File: config.mk
export PLATFORM = sky130hd
export DESIGN_NAME = fir_frame_sequencer
export DESIGN_NICKNAME = d
export VERILOG_FILES = /design/src/rtl/fir_frame_sequencer.sv
export SDC_FILE = /design/constraint.sdc
export NUM_CORES = 1
export LEC_CHECK = 0
export ABC_AREA = 1
export CAP_MARGIN = 20
export CORE_MARGIN = 5
export CORE_UTILIZATION = 35
export CTS_BUF_LIST = sky130_fd_sc_hd__clkbuf_8
export CTS_CLUSTER_SIZE = 30
export DETAILED_ROUTE_END_ITERATION = 6
export GPL_ROUTABILITY_DRIVEN = 0
export PLACE_DENSITY = 0.67
export SLEW_MARGIN = 40
export SYNTH_ARGS = -nofsm -noshare
export SYNTH_HDL_FRONTEND = slang
export SYNTH_SLANG_ARGS = --single-unit
File: constraint.sdc
create_clock -name clk -period 3.1 [get_ports clk]
set_clock_uncertainty 0.15 [all_clocks]
set_input_delay 0.62 -clock clk [delete_from_list [all_inputs] [get_ports clk]]
set_output_delay 0.62 -clock clk [all_outputs]
set_load 0.02 [all_outputs]
File: src/rtl/fir_frame_sequencer.sv
// fir_frame_sequencer: streams a frame into a FIR filter, flushes the delay line and drains its outputs; FIR_SEQ_ABORT_EN adds an abort input
module fir_frame_sequencer #(
  parameter int DATA_WIDTH    = 16,
  parameter int NUM_TAPS      = 53,
  parameter int OUTPUT_WIDTH  = 38,
  parameter int MAX_FRAME     = 4096,
  parameter int DRAIN_TIMEOUT = 256,
  parameter int LEN_WIDTH     = $clog2(MAX_FRAME + 1),
  parameter int CNT_WIDTH     = $clog2(MAX_FRAME + NUM_TAPS)
) (
  input  logic                    clk,
  input  logic                    resetn,
  input  logic                    start,
  input  logic [LEN_WIDTH-1:0]    frame_len,
  input  logic                    s_valid,
  input  logic [DATA_WIDTH-1:0]   s_data,
  output logic                    s_ready,
  output logic                    fir_valid,
  output logic [DATA_WIDTH-1:0]   fir_data,
  input  logic                    fir_o_valid,
  input  logic [OUTPUT_WIDTH-1:0] fir_o_data,
  output logic                    m_valid,
  output logic [OUTPUT_WIDTH-1:0] m_data,
  output logic                    m_last,
  output logic                    busy,
  output logic                    done,
  output logic                    err,
`ifdef FIR_SEQ_ABORT_EN
  input  logic                    abort,
`endif
  output logic [CNT_WIDTH-1:0]    out_count
);
  localparam int FW = $clog2(NUM_TAPS);
  localparam int IW = $clog2(DRAIN_TIMEOUT + 1);
  localparam logic [2:0] S_IDLE   = 3'd0;
  localparam logic [2:0] S_STREAM = 3'd1;
  localparam logic [2:0] S_FLUSH  = 3'd2;
  localparam logic [2:0] S_DRAIN  = 3'd3;
  localparam logic [2:0] S_DONE   = 3'd4;
  logic [2:0]              r_state;
  logic [LEN_WIDTH-1:0]    r_len;
  logic [LEN_WIDTH-1:0]    r_in_cnt;
  logic [CNT_WIDTH-1:0]    r_total;
  logic [CNT_WIDTH-1:0]    r_out_cnt;
  logic [FW-1:0]           r_flush;
  logic [IW-1:0]           r_idle;
  logic                    r_done;
  logic                    r_err;
  logic                    r_fir_valid;
  logic [DATA_WIDTH-1:0]   r_fir_data;
  logic                    r_m_valid;
  logic                    r_m_last;
  logic [OUTPUT_WIDTH-1:0] r_m_data;
  logic                    w_hs;
  logic                    w_abort;
  logic                    w_start_ok;
  logic                    w_accept;
  logic                    w_take;
  logic                    w_timeout;
  logic [LEN_WIDTH-1:0]    w_in_nxt;
`ifdef FIR_SEQ_ABORT_EN
  assign w_abort = abort;
`else
  assign w_abort = 1'b0;
`endif
  assign s_ready    = r_state == S_STREAM;
  assign busy       = r_state != S_IDLE;
  assign w_hs       = s_ready & s_valid;
  assign w_in_nxt   = r_in_cnt + LEN_WIDTH'(w_hs);
  assign w_start_ok = frame_len != '0 && frame_len <= LEN_WIDTH'(MAX_FRAME);
  assign w_accept   = r_state == S_IDLE && start && w_start_ok;
  assign w_take     = fir_o_valid && (r_state == S_STREAM || r_state == S_FLUSH || r_state == S_DRAIN) && r_out_cnt < r_total;
  assign w_timeout  = r_state == S_DRAIN && !fir_o_valid && r_idle == IW'(DRAIN_TIMEOUT - 1);
  assign done       = r_state == S_DONE || r_done;
  assign err        = r_err;
  assign fir_valid  = r_fir_valid;
  assign fir_data   = r_fir_data;
  assign m_valid    = r_m_valid;
  assign m_data     = r_m_data;
  assign m_last     = r_m_last;
  assign out_count  = r_out_cnt;
  // frame control: start/length check, stream count, flush length, drain watchdog
  always_ff @(posedge clk or negedge resetn) begin
    if (!resetn) begin
      r_state  <= S_IDLE;
      r_len    <= '0;
      r_in_cnt <= '0;
      r_total  <= '0;
      r_flush  <= '0;
      r_idle   <= '0;
      r_done   <= 1'b0;
      r_err    <= 1'b0;
    end else begin
      r_done <= 1'b0;
      r_err  <= 1'b0;
      case (r_state)
        S_IDLE: begin
          if (w_accept) begin
            r_len    <= frame_len;
            r_total  <= CNT_WIDTH'(frame_len) + CNT_WIDTH'(NUM_TAPS - 1);
            r_in_cnt <= '0;
            r_state  <= S_STREAM;
          end else if (start) begin
            r_err <= 1'b1;
          end
        end
        S_STREAM: begin
          r_in_cnt <= w_in_nxt;
          r_flush  <= '0;
          if (w_abort && w_in_nxt == '0) begin
            r_state <= S_IDLE;
            r_done  <= 1'b1;
          end else if (w_abort) begin
            r_total <= CNT_WIDTH'(w_in_nxt) + CNT_WIDTH'(NUM_TAPS - 1);
            r_state <= S_FLUSH;
          end else if (w_hs && r_in_cnt == r_len - 1'b1) begin
            r_state <= S_FLUSH;
          end
        end
        S_FLUSH: begin
          r_flush <= r_flush + 1'b1;
          r_idle  <= '0;
          if (r_flush == FW'(NUM_TAPS - 2)) r_state <= S_DRAIN;
        end
        S_DRAIN: begin
          r_idle <= fir_o_valid ? '0 : r_idle + 1'b1;
          if (r_out_cnt == r_total) begin
            r_state <= S_DONE;
          end else if (w_timeout) begin
            r_state <= S_IDLE;
            r_err   <= 1'b1;
            r_done  <= 1'b1;
          end
        end
        default: r_state <= S_IDLE;
      endcase
    end
  end
  // filter input stage: one-cycle registered samples, zeros while flushing
  always_ff @(posedge clk or negedge resetn) begin
    if (!resetn) begin
      r_fir_valid <= 1'b0;
      r_fir_data  <= '0;
    end else begin
      r_fir_valid <= w_hs || r_state == S_FLUSH;
      r_fir_data  <= w_hs ? s_data : '0;
    end
  end
  // output forwarding: count accepted filter outputs and flag the last one
  always_ff @(posedge clk or negedge resetn) begin
    if (!resetn) begin
      r_m_valid <= 1'b0;
      r_m_last  <= 1'b0;
      r_m_data  <= '0;
      r_out_cnt <= '0;
    end else begin
      r_m_valid <= w_take;
      r_m_last  <= w_take && r_out_cnt + CNT_WIDTH'(1) == r_total;
      if (w_take) r_m_data <= fir_o_data;
      if (w_accept) r_out_cnt <= '0;
      else if (w_take) r_out_cnt <= r_out_cnt + 1'b1;
    end
  end
endmodule

==> metrics.yaml <==
outcome: "finished clean"
hold_ws_ns: 0.317
mappedNetlistNets: 934
numCtsBuffers: 17
postRouteAntennaNets: 0
postRouteWirelength_um: 16800
grt.overflow.total: 0
cts_num_sinks: 127
cts.path.max_buffers: 2
timing.reg2reg.setup_slack_ns: 0.65
critPathKind: "register to output pin"
initial_antenna_violation_count: 0
multiInputGateArea_mm2: 0.00291
finalCritPeriodShare: 0.953
grt_pass1_wl_um: 28200
filler_cell_count: 1796
total_leakage_power_nw: 4.43
post-route-min-period_ns: 2.95
wl_per_cell_um: 13.5
timing.max_slew.rel_slack: 0.667
path_cells: "nor2_2, nand2_2, inv_1, clkdlybuf4s50_1"
design.core.area_mm2: 0.0186
end_kind: "output pin"
fmax_mhz: 339
netlist_area_mm2: 0.00661
worst_hold_path.num_cells: 1
worstRegToRegCells: 15
start_point_of_the_critical_path: "r_state[2]"
num-nets-final: 1093
max_cap_viol_count: 0
totalNegativeSetupSlack_ns: 0
chipWidth_um: 147
hp-start: "r_flush[4]"
power.density_cell_area_mw_per_mm2: 393
synth-seq-area-share: 0.481
clk-insertion-delay-late_ns: 0.44
layout-drive-gt1-share: 0.0642
route.detailed.drc: 0
worst_path_max_delay_cell: "clkdlybuf4s50_1"
port_buf_inserts: 145
report.final.hold_viol_count: 0
count_of_flip_flops_with_a_built_in_enable_after_synthesis: 0
groute.usage.overall: 0.159
power.ir.vdd_worst_v: 0.000265
least_margin_pin_slew_ns: 0.500
dpl.hpwl_um: 12900
diodes: 0
worstHoldEndpoint: "r_flush[4]"
area_growth_syn_to_layout_pct: 33.9
syn-instance-count: 840
avgViaCountPerCell: 4.71
grt_setup_unrepaired: "false"
vias: 5872
die_y_um: 147
postCtsSetupBuffers: 0
crit_reg_reg_startpoint: "r_state[2]"
yosys_warnings: 0
synth_cell_type_count: 41
post_synth.cell_area_avg_um2: 7.87
cpPeakStageDelay_ns: 0.66
placement_rows: 50
grt_pass1_vias: 5706
finalSetupViolations: 0
yosys_most_used_dff: "dfrtp_1"
hold_path_class: "register to register"
design.die.area_mm2: 0.0217
htree_levels: 4
critical_path_arrival_ns: 2.18
clkTransAtPathRegs_ns: 0.08
tritoncts: "built"
area.sequential_mm2: 0.00318
detailedRoute.firstPassIterationCount: 5
critical_path.reg2reg.endpoint: "r_in_cnt[12]"
critical_path_required_ns: 2.33
synth.ff_latch_count: 127
floorplan.io_pins: 146
grt_max_degree: 55
timing_max_transition_violations_final: 0
drc_marker_count_from_the_first_detailed_route_iteration: 335
worstSetupStartpointType: "register"
cts.root.buffer_cell: "clkbuf_8"
starting_density_of_the_core: 0.355
async_flop_share: 1.00
critPathMaxFanout: 10
-- area by class of cell --
cell class / count / area share
clock buffers: 18 / 0.0280
clock inverters: 14 / 0.0243
inverters: 112 / 0.0478
multi-input cells: 585 / 0.329
flip-flops and latches: 127 / 0.359
well taps: 234 / 0.0331
repair buffers: 156 / 0.179
-- worst max-delay path by stage --
stage / cells after the start / to
3_3_place_gp: 15 / r_in_cnt[12]
4_1_cts: 4 / s_ready
6_report: 4 / s_ready
5_1_grt: 4 / s_ready
3_5_place_dp: 15 / r_in_cnt[12]
2_1_floorplan: 14 / r_in_cnt[12]
-- cell usage after synthesis (2+ instances only) --
| library cell | n | area [um^2] |
|---|---|---|
| a31o_2 | 2 | 17.5 |
| o21ai_0 | 48 | 240 |
| nand2_1 | 280 | 1050 |
| inv_2 | 4 | 15.0 |
| ha_1 | 22 | 275 |
| o21ai_1 | 5 | 25.0 |
| buf_6 | 4 | 45.0 |
| nor4_1 | 4 | 25.0 |
| a22o_1 | 2 | 17.5 |
| nand3_1 | 46 | 230 |
| dfrtp_1 | 127 | 3180 |
| nand4_1 | 10 | 62.6 |
| o21bai_1 | 2 | 15.0 |
| nor2_4 | 2 | 22.5 |
| o32ai_1 | 3 | 26.3 |
| nor3_1 | 12 | 60.1 |
| buf_2 | 9 | 45.0 |
| clkbuf_1 | 3 | 11.3 |
| xnor2_1 | 6 | 52.6 |
| o22ai_1 | 14 | 87.6 |
| a21oi_1 | 19 | 95.1 |
| xor2_1 | 17 | 149 |
| nor2_2 | 4 | 25.0 |
| nand2_2 | 3 | 18.8 |
| inv_1 | 107 | 402 |
| nor2_1 | 70 | 263 |
-- flip-flops by register name, indices dropped and copies added, names as in the netlist --
signal	count
m_data	38
fir_data	16
out_count	13
r_in_cnt	13
r_len	13
r_total	11
r_idle	9
r_flush	6
r_state	3
err	1
fir_valid	1
m_last	1
m_valid	1
r_done	1
-- worst max-delay path, delay by kind of cell (launching register included) --
family / cells / cell delay [ns]
AND/OR/NAND/NOR: 2 / 0.36
flip-flops: 1 / 0.46
buffers and inverters: 2 / 0.92
-- power breakdown --
group	leakage [nW]	switching, W	internal, W	total [W]
Sequential	1.65	0	0.00166	0.00166
Combinational	2.56	0.0000716	0.0000943	0.000166
Clock	0.223	0.000674	0.000978	0.00165
-- cells in the final DEF, fill, tap and decap left out, types with 3 or more instances in the layout --
cell | Yosys | layout
a21oi_1 | 19 | 19
inv_1 | 107 | 108
o32ai_1 | 3 | 3
nand2_2 | 3 | 3
nor4_1 | 4 | 4
nor2_2 | 4 | 4
nand4_1 | 10 | 10
nand2_1 | 280 | 280
xor2_1 | 17 | 17
buf_12 | 0 | 4
dfrtp_1 | 127 | 127
buf_4 | 0 | 7
xnor2_1 | 6 | 6
inv_2 | 4 | 4
nand3_1 | 46 | 46
clkbuf_8 | 0 | 18
bufinv_16 | 0 | 5
o22ai_1 | 14 | 14
clkinvlp_4 | 0 | 4
o21ai_1 | 5 | 5
nor2_1 | 70 | 70
nor3_1 | 12 | 12
o21ai_0 | 48 | 48
ha_1 | 22 | 22
clkdlybuf4s50_1 | 0 | 144
-- what timing repair did --
action                    in CTS  in global routing
gates resized for setup        0                  0
hold buffers                   1                  0
hold endpoints to repair      34                  0
-- metrics by stage --
| step | instances | area [um^2] | util | total power, W | worst slack (ns) |
|---|---|---|---|---|---|
| after global placement | 1213 | 8380 | 0.449 | 0.00186 | 0.161 |
| after CTS | 1246 | 8850 | 0.475 | 0.00353 | 0.0938 |
| after global routing | 1246 | 8850 | 0.475 | 0.00361 | 0.00849 |
| after floorplan | 840 | 6610 | - | 0.00171 | 0.527 |
| final | 1246 | 8850 | 0.475 | 0.00347 | 0.146 |
| after detailed placement | 1213 | 8380 | 0.449 | 0.00186 | 0.108 |
-- cells by family (layout without fill, tap and decap cells) --
logic type,count (synthesis),count (layout),synth area share
fa+ha+maj,22,22,0.0416
simple gates,439,439,0.278
flops,127,127,0.481
xor+xnor,24,24,0.0339
buf+inv,128,300,0.0793
compound gates,99,99,0.0850
mux,1,1,0.00170
-- routing by layer --
| layer | vias to the layer above | share of wire | global-route usage |
|---|---|---|---|
| met2 | 161 | 0.47 | 0.265 |
| met3 | 16 | 0.048 | 0.0362 |
| met1 | 2706 | 0.47 | 0.210 |
| met5 | - | 0 | 0 |
| li1 | 2989 | - | - |
| met4 | 0 | 0.0097 | 0.0447 |
Power figures use the tool's default switching activity.
